`config.mk`:
```
export PLATFORM = sky130hd
export DESIGN_NAME = reg_file
export DESIGN_NICKNAME = d
export VERILOG_FILES = /design/src/rtl/riscv_pkg.sv /design/src/rtl/regfile_init_seq.sv /design/src/rtl/reg_file.sv
export SDC_FILE = /design/constraint.sdc
export NUM_CORES = 1
export LEC_CHECK = 0
export CAP_MARGIN = 20
export CORE_ASPECT_RATIO = 0.5
export CORE_MARGIN = 2
export CORE_UTILIZATION = 50
export DETAILED_ROUTE_END_ITERATION = 16
export DONT_BUFFER_PORTS = 1
export HOLD_SLACK_MARGIN = 0.1
export PLACE_DENSITY_LB_ADDON = 0.2
export SETUP_SLACK_MARGIN = 0.2
export SLEW_MARGIN = 10
export SYNTH_ARGS = -nofsm -noshare
export SYNTH_HDL_FRONTEND = slang
export SYNTH_SLANG_ARGS = --single-unit
```
`constraint.sdc`:
```
create_clock -name clk -period 9.7 [get_ports clk]
set_input_delay 2.91 -clock clk [delete_from_list [all_inputs] [get_ports clk]]
set_output_delay 2.91 -clock clk [all_outputs]
set_load 0.03 [all_outputs]
```
`src/rtl/riscv_pkg.sv`:
```
// Shared RV32I core definitions: widths, ALU opcodes,
// and the register-file sequencer state encoding.
package riscv_pkg;

  localparam int XLEN       = 32;
  localparam int REG_ADDR_W = 5;

  localparam logic [REG_ADDR_W-1:0] ZERO_REG = 5'd0;

  localparam logic [2:0] ALU_ADD = 3'b000;
  localparam logic [2:0] ALU_SUB = 3'b001;
  localparam logic [2:0] ALU_AND = 3'b010;
  localparam logic [2:0] ALU_OR  = 3'b011;
  localparam logic [2:0] ALU_SLT = 3'b101;

  typedef enum logic {
    RF_INIT,
    RF_READY
  } rf_state_t;

endpackage

```
`src/rtl/regfile_init_seq.sv`:
```
// Post-reset clear sequencer: walks every register index once,
// then releases the file for normal use.
module regfile_init_seq
  import riscv_pkg::*;
#(
  parameter int ADDR_WIDTH = REG_ADDR_W
) (
  input  logic                  clk,
  input  logic                  rst,
  output logic                  clr_en,
  output logic [ADDR_WIDTH-1:0] clr_addr,
  output logic                  init_busy
);

  localparam logic [ADDR_WIDTH-1:0] LAST = '1;

  rf_state_t             state;
  rf_state_t             state_nxt;
  logic [ADDR_WIDTH-1:0] clr_ptr;
  logic [ADDR_WIDTH-1:0] ptr_nxt;

  // State and clear pointer; reset restarts the walk at index 0
  always_ff @(posedge clk) begin
    if (rst) begin
      state   <= RF_INIT;
      clr_ptr <= '0;
    end else begin
      state   <= state_nxt;
      clr_ptr <= ptr_nxt;
    end
  end

  // Advance one index per cycle; leave INIT after the last one
  always_comb begin
    state_nxt = state;
    ptr_nxt   = clr_ptr;
    clr_en    = 1'b0;
    unique case (state)
      RF_INIT: begin
        clr_en  = !rst;
        ptr_nxt = clr_ptr + 1'b1;
        if (clr_ptr == LAST) state_nxt = RF_READY;
      end
      RF_READY: begin
        state_nxt = RF_READY;
      end
      default: begin
        state_nxt = RF_INIT;
      end
    endcase
  end

  assign clr_addr  = clr_ptr;
  assign init_busy = (state == RF_INIT);

endmodule

```
`src/rtl/reg_file.sv`:
```
// RV32I integer register file feeding the ALU operands.
// REGFILE_BYPASS_EN: same-cycle write-through to the read ports.
module reg_file
  import riscv_pkg::*;
#(
  parameter int DATA_WIDTH = XLEN,
  parameter int ADDR_WIDTH = REG_ADDR_W
) (
  input  logic                  clk,
  input  logic                  rst,
  input  logic [ADDR_WIDTH-1:0] rs1_addr,
  input  logic [ADDR_WIDTH-1:0] rs2_addr,
  input  logic [ADDR_WIDTH-1:0] rd_addr,
  input  logic [DATA_WIDTH-1:0] rd_data,
  input  logic                  reg_write,
  output logic [DATA_WIDTH-1:0] operand1,
  output logic [DATA_WIDTH-1:0] operand2,
  output logic                  init_busy
);

  localparam int NUM_REGS = 1 << ADDR_WIDTH;

  logic [DATA_WIDTH-1:0] mem [NUM_REGS];
  logic                  clr_en;
  logic [ADDR_WIDTH-1:0] clr_addr;
  logic                  wr_en;

  regfile_init_seq #(
    .ADDR_WIDTH (ADDR_WIDTH)
  ) u_seq (
    .clk       (clk),
    .rst       (rst),
    .clr_en    (clr_en),
    .clr_addr  (clr_addr),
    .init_busy (init_busy)
  );

  assign wr_en = reg_write && !init_busy
              && (rd_addr != ZERO_REG);

  // Single write port shared by the clear walk and write-back
  always_ff @(posedge clk) begin
    if (clr_en) begin
      mem[clr_addr] <= '0;
    end else if (wr_en) begin
      mem[rd_addr] <= rd_data;
    end
  end

  // Combinational reads; x0 and the INIT window read as zero
  always_comb begin
    operand1 = mem[rs1_addr];
    operand2 = mem[rs2_addr];
`ifdef REGFILE_BYPASS_EN
    if (wr_en && rd_addr == rs1_addr) operand1 = rd_data;
    if (wr_en && rd_addr == rs2_addr) operand2 = rd_data;
`endif
    if (rs1_addr == ZERO_REG) operand1 = '0;
    if (rs2_addr == ZERO_REG) operand2 = '0;
    if (init_busy) begin
      operand1 = '0;
      operand2 = '0;
    end
  end

endmodule

```
**Yosys cells after proc, flatten, opt, wreduce, memory -nomap -nowiden**

Memory sizes are Yosys's and may differ from the RTL's.
Index checks and enable logic that the tools add are counted.

- $add $sub $neg: 1
- Eq/ne operators: 1
- Multiplexer cells: 15
- Bitwise operators: 1
- Reductions and logical operators: 7

Operators with widths:

| kind | count |
|---|---|
| 2-to-1 mux 32 bit | 5 |
| OR reduction 32 bit | 1 |
| logical NOT 5 bit | 2 |
| 2-to-1 mux 1 bit | 8 |
| adder 5 x 1 -> 5 bit, second input constant | 1 |
| == test 5 bit, second input constant | 1 |
| 2-to-1 mux 5 bit | 1 |
| nonzero test 5 bit | 1 |
| logical AND 1 bit | 2 |
| case mux 1 bit (2 select lines) | 1 |
| logical NOT 1 bit | 1 |
| inverter 1 bit | 1 |

- Register bits after elaboration: 6
- Bits in writable memories: 1024
- Input bits: 50
- Output and inout bits: 65
- Memories kept: 1

Memories:

| memory | depth | bits a word | read ports | clocked after Yosys merged registers in | write ports | line | text |
|---|---|---|---|---|---|---|---|
| mem | 32 | 32 | 2 | 0 | 1 | reg_file.sv:23 | `logic [DATA_WIDTH-1:0] mem [NUM_REGS];` |

**Logic depth before layout (Yosys ltp)**

Gate-level depths: netlist of run 1.

- Word-level depth: 7
- Gate-level depth with buffers: 8
- Gate-level depth less buffers: 5

**Modules after synthesis**

Synthesis of run 1 repeated with hierarchy kept, for this count alone.

- Cells, all modules: 2325
- Area, all modules: 47934.7 µm²

Modules (own cells, without submodules):

| module | times used | cells each | area each (µm²) | seq. area each (µm²) |
|---|---|---|---|---|
| reg_file | 1 | 2299 | 47659.5 | 30749.5 |
| regfile_init_seq | 1 | 26 | 275.3 | 120.1 |

**Least setup slack after synthesis of run 1**

Ideal clock, no wire load.

- Path type: input -> output
- From: input port rs1_addr[0]
- To: output port operand1[10]
- Data arrival time: 4379 ps
- Slack: 2411 ps
- Stages: 6
- Buffers on the path: 3
- Cell sequence: buf_2 -> buf_6 -> buf_2 -> mux4_2 -> nand2_1 -> nand4_1

- Cells in the longest elaborated chain, start to end: 3
- Elaborated cells between the ends (all ways): 4
- Classes of those cells: 2 x mux; 1 x reduce/logical; 1 x memory

Ends and longest elaborated chain:

| item | line | text |
|---|---|---|
| start: declaration | reg_file.sv:11 | `input logic [ADDR_WIDTH-1:0] rs1_addr,` |
| memory (32 x 32 bit) or logical NOT 5 bit (tied branches) | n/a |  |
| 2-to-1 mux 32 bit * | reg_file.sv:58 | `if (rs1_addr == ZERO_REG) operand1 = '0;` |
| 2-to-1 mux 32 bit * | reg_file.sv:60 | `if (init_busy) begin` |
| end: declaration | reg_file.sv:16 | `output logic [DATA_WIDTH-1:0] operand1,` |

Mark *: on every way between the ends. The rest lies on a longest branch, timed or not.

**Worst setup path in the final report of run 1**

- From: input port rs1_addr[1]
- To: output port operand1[21]

The elaborated chain is that of the path after synthesis.

==> results.sh, run 1 <==
export IMPL_arrival_ps=5260
export IMPL_period_share=0.842
export IMPL_avgSynthCellArea_um2=16.3
export IMPL_cts_buffers=90
export IMPL_drt_wl_total_um=142000
export IMPL_grt_pass1_vias=28336
export IMPL_preCtsSetupSlack_ps=1740
export IMPL_die_x_um=436
export IMPL_start_kind="primary input"
export IMPL_timing_hold_ws_ps=627
export IMPL_outcome="finished clean"
export IMPL_cts_resized_gates=0
export IMPL_yosys_cell_types_count=47
export IMPL_place_congestion=0.865
export IMPL_min_period_ps=8170
export IMPL_reg2reg_from="u_seq.state$_SDFF_PP0_"
export IMPL_synth_edf_count=994
export IMPL_rrSetupSlack_ps=5840
export IMPL_p_leak_uw=0.0161
export IMPL_cp_startpoint="rs1_addr[1]"
export IMPL_synth_async_reset_ratio=0
export IMPL_skew_ps=17.9
export IMPL_dieArea_um2=96100
export IMPL_holdPathEnd="u_seq.clr_addr[4]$_SDFFE_PP0N_"
export IMPL_hold_path_class="reg2reg"
export IMPL_worstPathCellList="nand2b_2, buf_4, o22ai_1, a22oi_1, nand4_1"
export IMPL_cts_hold_buffers_added=0
export IMPL_maxCapViolations=0
export IMPL_yosysSeqAreaShare=0.641
export IMPL_syn_inst=2874
export IMPL_grt_max_degree=356
export IMPL_p_per_area_nw_per_um2=170
export IMPL_min_path_cells=2
export IMPL_gr_total_overflow=0
export IMPL_stdcell_area_um2=51000
export IMPL_cts_num_sinks=1000
export IMPL_start_util=0.503
export IMPL_drt_pass1_iter_count=5
export IMPL_port_buffers=0
export IMPL_vias=29138
export IMPL_nFillCells=7201
export IMPL_rsz0062_at_grt="false"
export IMPL_netlist_area_um2=46700
export IMPL_fp_dieH_um=220
export IMPL_route_detailed_drc=0
export IMPL_tns_ps=0
export IMPL_fin_ws_ps=1530
export IMPL_r2r_end="mem[29][7]$_DFFE_PP_"
export IMPL_reg2regPathDepth=5
export IMPL_wl_per_cell_um=34.3
export IMPL_critPathKind="in2out"
export IMPL_path_buf_inv=1
export IMPL_layout_nets=2861
export IMPL_yosysMostFrequentCell="edfxtp_1"
export IMPL_cpPeakStageDelay_ps=740
export IMPL_post_cts_setup_buffers=0
export IMPL_synth_area_leaders="edfxtp_1, mux2i_1, mux4_2"
export IMPL_ys_top_cells_by_count="edfxtp_1, mux2i_1, mux4_2"
export IMPL_antenna_found_initial=12
export IMPL_cts_root_buf="clkbuf_16"
export IMPL_grt_use_total=0.292
export IMPL_grt_pass1_wl_um=200000
export IMPL_fmax_mhz=122
export IMPL_num_rows=79
export IMPL_finalSetupViolations=0
export IMPL_clkSlewWorstSetupHoldPaths_ps=70
export IMPL_drive_gt1_frac=0.163
export IMPL_num_io_pins=115
export IMPL_vias_per_cell=7.04
export IMPL_cp_data_required_time_ps=6790
export IMPL_fin_util=0.550
export IMPL_area_growth_pct=9.15
export IMPL_ys_flop_type="edfxtp_1"
export IMPL_final_max_slew_viol_count=0
export IMPL_max_slew_margin=0.212
export IMPL_hpwl_um=78800
export IMPL_worstPathMaxFanout=355
export IMPL_hold_viol=0
export IMPL_cts_path_max_buffers=3
export IMPL_ir_drop_v=0.000130
export IMPL_cts_tree="done"
export IMPL_syn_nets=2926
export IMPL_crit_slowest_cell="nand2b_2"
export IMPL_min_from="u_seq.clr_addr[4]$_SDFFE_PP0N_"
export IMPL_worstMarginPinSlew_ps=1180
export IMPL_placed_area_um2=48000
export IMPL_synth_top_area_share=0.639
export IMPL_ys_warn_count=0
export IMPL_endpoint_kind="output pin"
export IMPL_critical_path_top_delay_family="simple AND/OR/NAND/NOR gates"
export IMPL_htree_levels=3
export IMPL_clock_latency_ps=680
export IMPL_ys_ff_latch=1000
export IMPL_postRouteAntennaNets=0
export IMPL_drt_initial_drc_count=4048
export IMPL_core_area_um2=92800
export IMPL_synth_area_leader_cell="edfxtp_1"
logic make-up (layout without fill, tap and decap cells):
logic type / count (synthesis) / after routing / synth area share
and+or+nand+nor: 326 / 326 / 0.0344
muxes: 769 / 769 / 0.216
adders and majority gates: 2 / 2 / 0.000535
AOI/OAI and AO/OA: 531 / 531 / 0.0796
other: 0 / 4 / 0
DFF: 1000 / 1000 / 0.641
buffers and inverters: 243 / 247 / 0.0272
xor gates and xnor gates: 3 / 3 / 0.000562
worst register-to-register path, cell delays in order, from the launching register on:
cell and delay [ps]:
dfxtp_1 970, nand2_1 440, a21o_1 360, a41oi_1 940, nor2_4 380, buf_4 430
cell type report:
type | count | area [um2] | share of cell area
flip-flops and latches | 1000 | 30000 | 0.588
inverters | 8 | 30.0 | 0.000589
repair buffers | 78 | 693 | 0.0136
multi-input cells | 1631 | 15800 | 0.311
diodes | 4 | 10.0 | 0.000196
clock inverters | 53 | 505 | 0.00991
well taps | 1255 | 1570 | 0.0308
clock buffers | 108 | 2380 | 0.0467
how the worst max path moves through the flow:
stage / to / slack, ps / depth (start not counted)
global placement: operand1[11] / 1740 / 5
finish: operand1[21] / 1530 / 5
floorplan: operand1[10] / 2410 / 6
CTS: operand2[29] / 1730 / 5
detailed placement: operand2[20] / 1740 / 4
global route: operand1[21] / 1630 / 5
per-stage QoR:
step                power (uW)  instances
floorplan                 5130       2874
finish                    8660       4137
CTS                       8670       4126
global route              8860       4137
global placement          5110       3964
detailed placement        5120       3965
sequential cells by signal (all words and copies together), names as in the netlist:
signal / count
mem: 994
u_seq.state: 1
u_seq.clr_addr: 5
power by group:
group | total [uW] | internal [uW] | switching (uW)
combinational | 325 | 168 | 157
clock | 3620 | 2010 | 1610
sequential | 4710 | 4700 | 10.2
total | 8660 | 6880 | 1780
routing by layer:
metal  up-vias  part of all wire  global-route usage  wire (um)
met5         -                 0                   0          0
met4         0             0.036               0.108       5170
met3       304              0.11              0.0654      15600
met2      1765              0.45               0.444      63800
met1     15269              0.40               0.418      57200
li1      11800                 -                   -          -
layout by cell type, fill, tap and decap left out, types with 18 or more instances in the layout:
master     netlist  routed
mux4_2         193     193
nor2_4           0      39
and2_1          34      32
clkbuf_16        0      93
mux2i_1        576     576
a22oi_1        190     190
nand4_1         64      64
buf_4           30      68
a221oi_1        52      52
clkinv_2         0      21
o21ai_0         58      58
o22ai_1        191     191
nand2_1        128     128
clkinv_1         0      18
edfxtp_1       994     994
(Power assumes the default switching activity.)
==> inputs of run 2 (changes only) <==
==> constraint.sdc (replaced) <==
create_clock -name clk -period 6.8 [get_ports clk]
set_input_delay 2.04 -clock clk [delete_from_list [all_inputs] [get_ports clk]]
set_output_delay 2.04 -clock clk [all_outputs]
set_load 0.03 [all_outputs]
==> results.sh, run 2 (synthesized netlist as in run 1, its figures left out) <==
export IMPL_grt_use_total=0.293
export IMPL_antenna_found_initial=14
export IMPL_postRouteAntennaNets=0
export IMPL_reg2reg_from="u_seq.state$_SDFF_PP0_"
export IMPL_critical_path_top_delay_family="multiplexers"
export IMPL_period_share=1.01
export IMPL_start_util=0.503
export IMPL_cts_tree="done"
export IMPL_cp_data_required_time_ps=4760
export IMPL_hpwl_um=82900
export IMPL_hold_viol=0
export IMPL_outcome="finished with violations"
export IMPL_path_buf_inv=1
export IMPL_worstPathMaxFanout=355
export IMPL_rrSetupSlack_ps=3540
export IMPL_multi_input_area_um2=15800
export IMPL_start_kind="primary input"
export IMPL_worstMarginPinSlew_ps=2260
export IMPL_endpoint_kind="output pin"
export IMPL_stdcell_area_um2=51300
export IMPL_hold_path_class="reg2reg"
export IMPL_reg2regPathDepth=6
export IMPL_cts_hold_buffers_added=0
export IMPL_clock_latency_ps=680
export IMPL_arrival_ps=4820
export IMPL_dieArea_um2=96100
export IMPL_drt_initial_drc_count=3900
export IMPL_p_leak_uw=0.0163
export IMPL_seqCellArea_um2=30000
export IMPL_violations="slew limit, setup timing"
export IMPL_p_per_area_nw_per_um2=236
export IMPL_cts_num_sinks=1000
export IMPL_fin_ws_ps=-61.5
export IMPL_area_growth_pct=9.83
export IMPL_htree_levels=3
export IMPL_layout_common_cells="edfxtp_1, mux2i_1, mux4_2"
export IMPL_max_slew_margin=-0.510
export IMPL_finalSetupViolations=5
export IMPL_maxCapViolations=0
export IMPL_min_from="u_seq.clr_addr[4]$_SDFFE_PP0N_"
export IMPL_route_detailed_drc=0
export IMPL_port_buffers=0
export IMPL_skew_ps=13.4
export IMPL_drt_wl_total_um=142000
export IMPL_fmax_mhz=146
export IMPL_nFillCells=7227
export IMPL_critPathKind="in2out"
export IMPL_post_cts_setup_buffers=0
export IMPL_mostFrequentLayoutCell="edfxtp_1"
export IMPL_drt_pass1_iter_count=5
export IMPL_crit_slowest_cell="mux4_2"
export IMPL_grt_max_degree=356
export IMPL_vias=29167
export IMPL_layout_nets=2892
export IMPL_num_rows=79
export IMPL_cts_path_max_buffers=3
export IMPL_largest_register="mem"
export IMPL_timing_hold_ws_ps=616
export IMPL_holdPathEnd="u_seq.clr_addr[4]$_SDFFE_PP0N_"
export IMPL_rsz0062_at_grt="false"
export IMPL_core_area_um2=92800
export IMPL_worstPathCellList="mux4_2, a22oi_1, nand4_1, buf_4"
export IMPL_final_max_slew_viol_count=376
export IMPL_r2r_end="mem[23][4]$_DFFE_PP_"
export IMPL_min_path_cells=2
export IMPL_ir_drop_v=0.000185
export IMPL_vias_per_cell=6.99
export IMPL_cts_root_buf="clkbuf_16"
export IMPL_place_congestion=0.862
export IMPL_wl_per_cell_um=34.1
export IMPL_clkSlewWorstSetupHoldPaths_ps=60
export IMPL_cts_resized_gates=0
export IMPL_grt_pass1_wl_um=200000
export IMPL_die_x_um=436
export IMPL_min_period_ps=6860
export IMPL_grt_pass1_vias=28569
export IMPL_placed_area_um2=48500
export IMPL_cts_buffers=90
export IMPL_drive_gt1_frac=0.169
export IMPL_gr_total_overflow=0
export IMPL_power_uw=12100
export IMPL_fp_dieH_um=220
export IMPL_largest_reg_flops=994
export IMPL_cpPeakStageDelay_ps=810
export IMPL_num_io_pins=115
-- run 2: cell count changes in the layout (fill, tap and decap cells not counted), moves of 3 or more --
| cell | before | now |
|---|---|---|
| buf_12 | 4 | 25 |
| buf_4 | 68 | 79 |
| clkbuf_1 | 15 | 23 |
| bufinv_16 | 10 | 3 |
| clkinv_1 | 18 | 21 |
| clkinv_2 | 21 | 18 |
| clkinv_8 | 0 | 3 |
-- run 2: through the flow --
step                utilization  cells  worst slack [ps]  setup TNS, ps
finish                    0.553   4171             -61.5           -207
global route              0.553   4170               556              0
CTS                       0.552   4162               625              0
detailed placement        0.523   3999               629              0
global placement          0.523   3998               704              0
floorplan                     -   2874              1250              0
-- run 2: where the power goes --
part           total, uW  switching [uW]  leakage (uW)  internal, uW
Combinational        502             230       0.00686           272
Sequential          6720            14.1       0.00807          6700
Clock               4890            2290       0.00134          2600
Total              12100            2540        0.0163          9580
-- run 2: layout make-up --
| cell class | count | share of cell area |
|---|---|---|
| sequential | 1000 | 0.584 |
| multi-input combinational | 1631 | 0.309 |
| clock buffer | 115 | 0.0465 |
| tap | 1255 | 0.0306 |
| timing repair buffer | 109 | 0.0230 |
| clock inverter | 48 | 0.00648 |
| inverter | 8 | 0.000585 |
| antenna | 5 | 0.000244 |
-- run 2: metal layers --
metal,track usage,vias up,share of wire
met2,0.443,1719,0.45
met5,0,-,0.000098
li1,-,11871,-
met3,0.0672,277,0.11
met1,0.421,15298,0.41
met4,0.0992,2,0.033
-- run 2: worst max-delay path by stage --
stage	start	endpoint	slack (ps)	cells past startpoint
final	rs1_addr[1]	operand1[6]	-60	4
after global routing	rs1_addr[4]	operand1[28]	560	6
after CTS	rs1_addr[4]	operand1[28]	630	6
after detailed placement	rs1_addr[4]	operand1[28]	630	6
after global placement	rs1_addr[4]	operand1[28]	700	6
after floorplan	rs1_addr[0]	operand1[10]	1250	6
-- run 2: worst min-delay path, cell delays in order (launching register included) --
cell and delay, ps:
dfxtp_1 370, mux2i_1 160, nor2_1 50
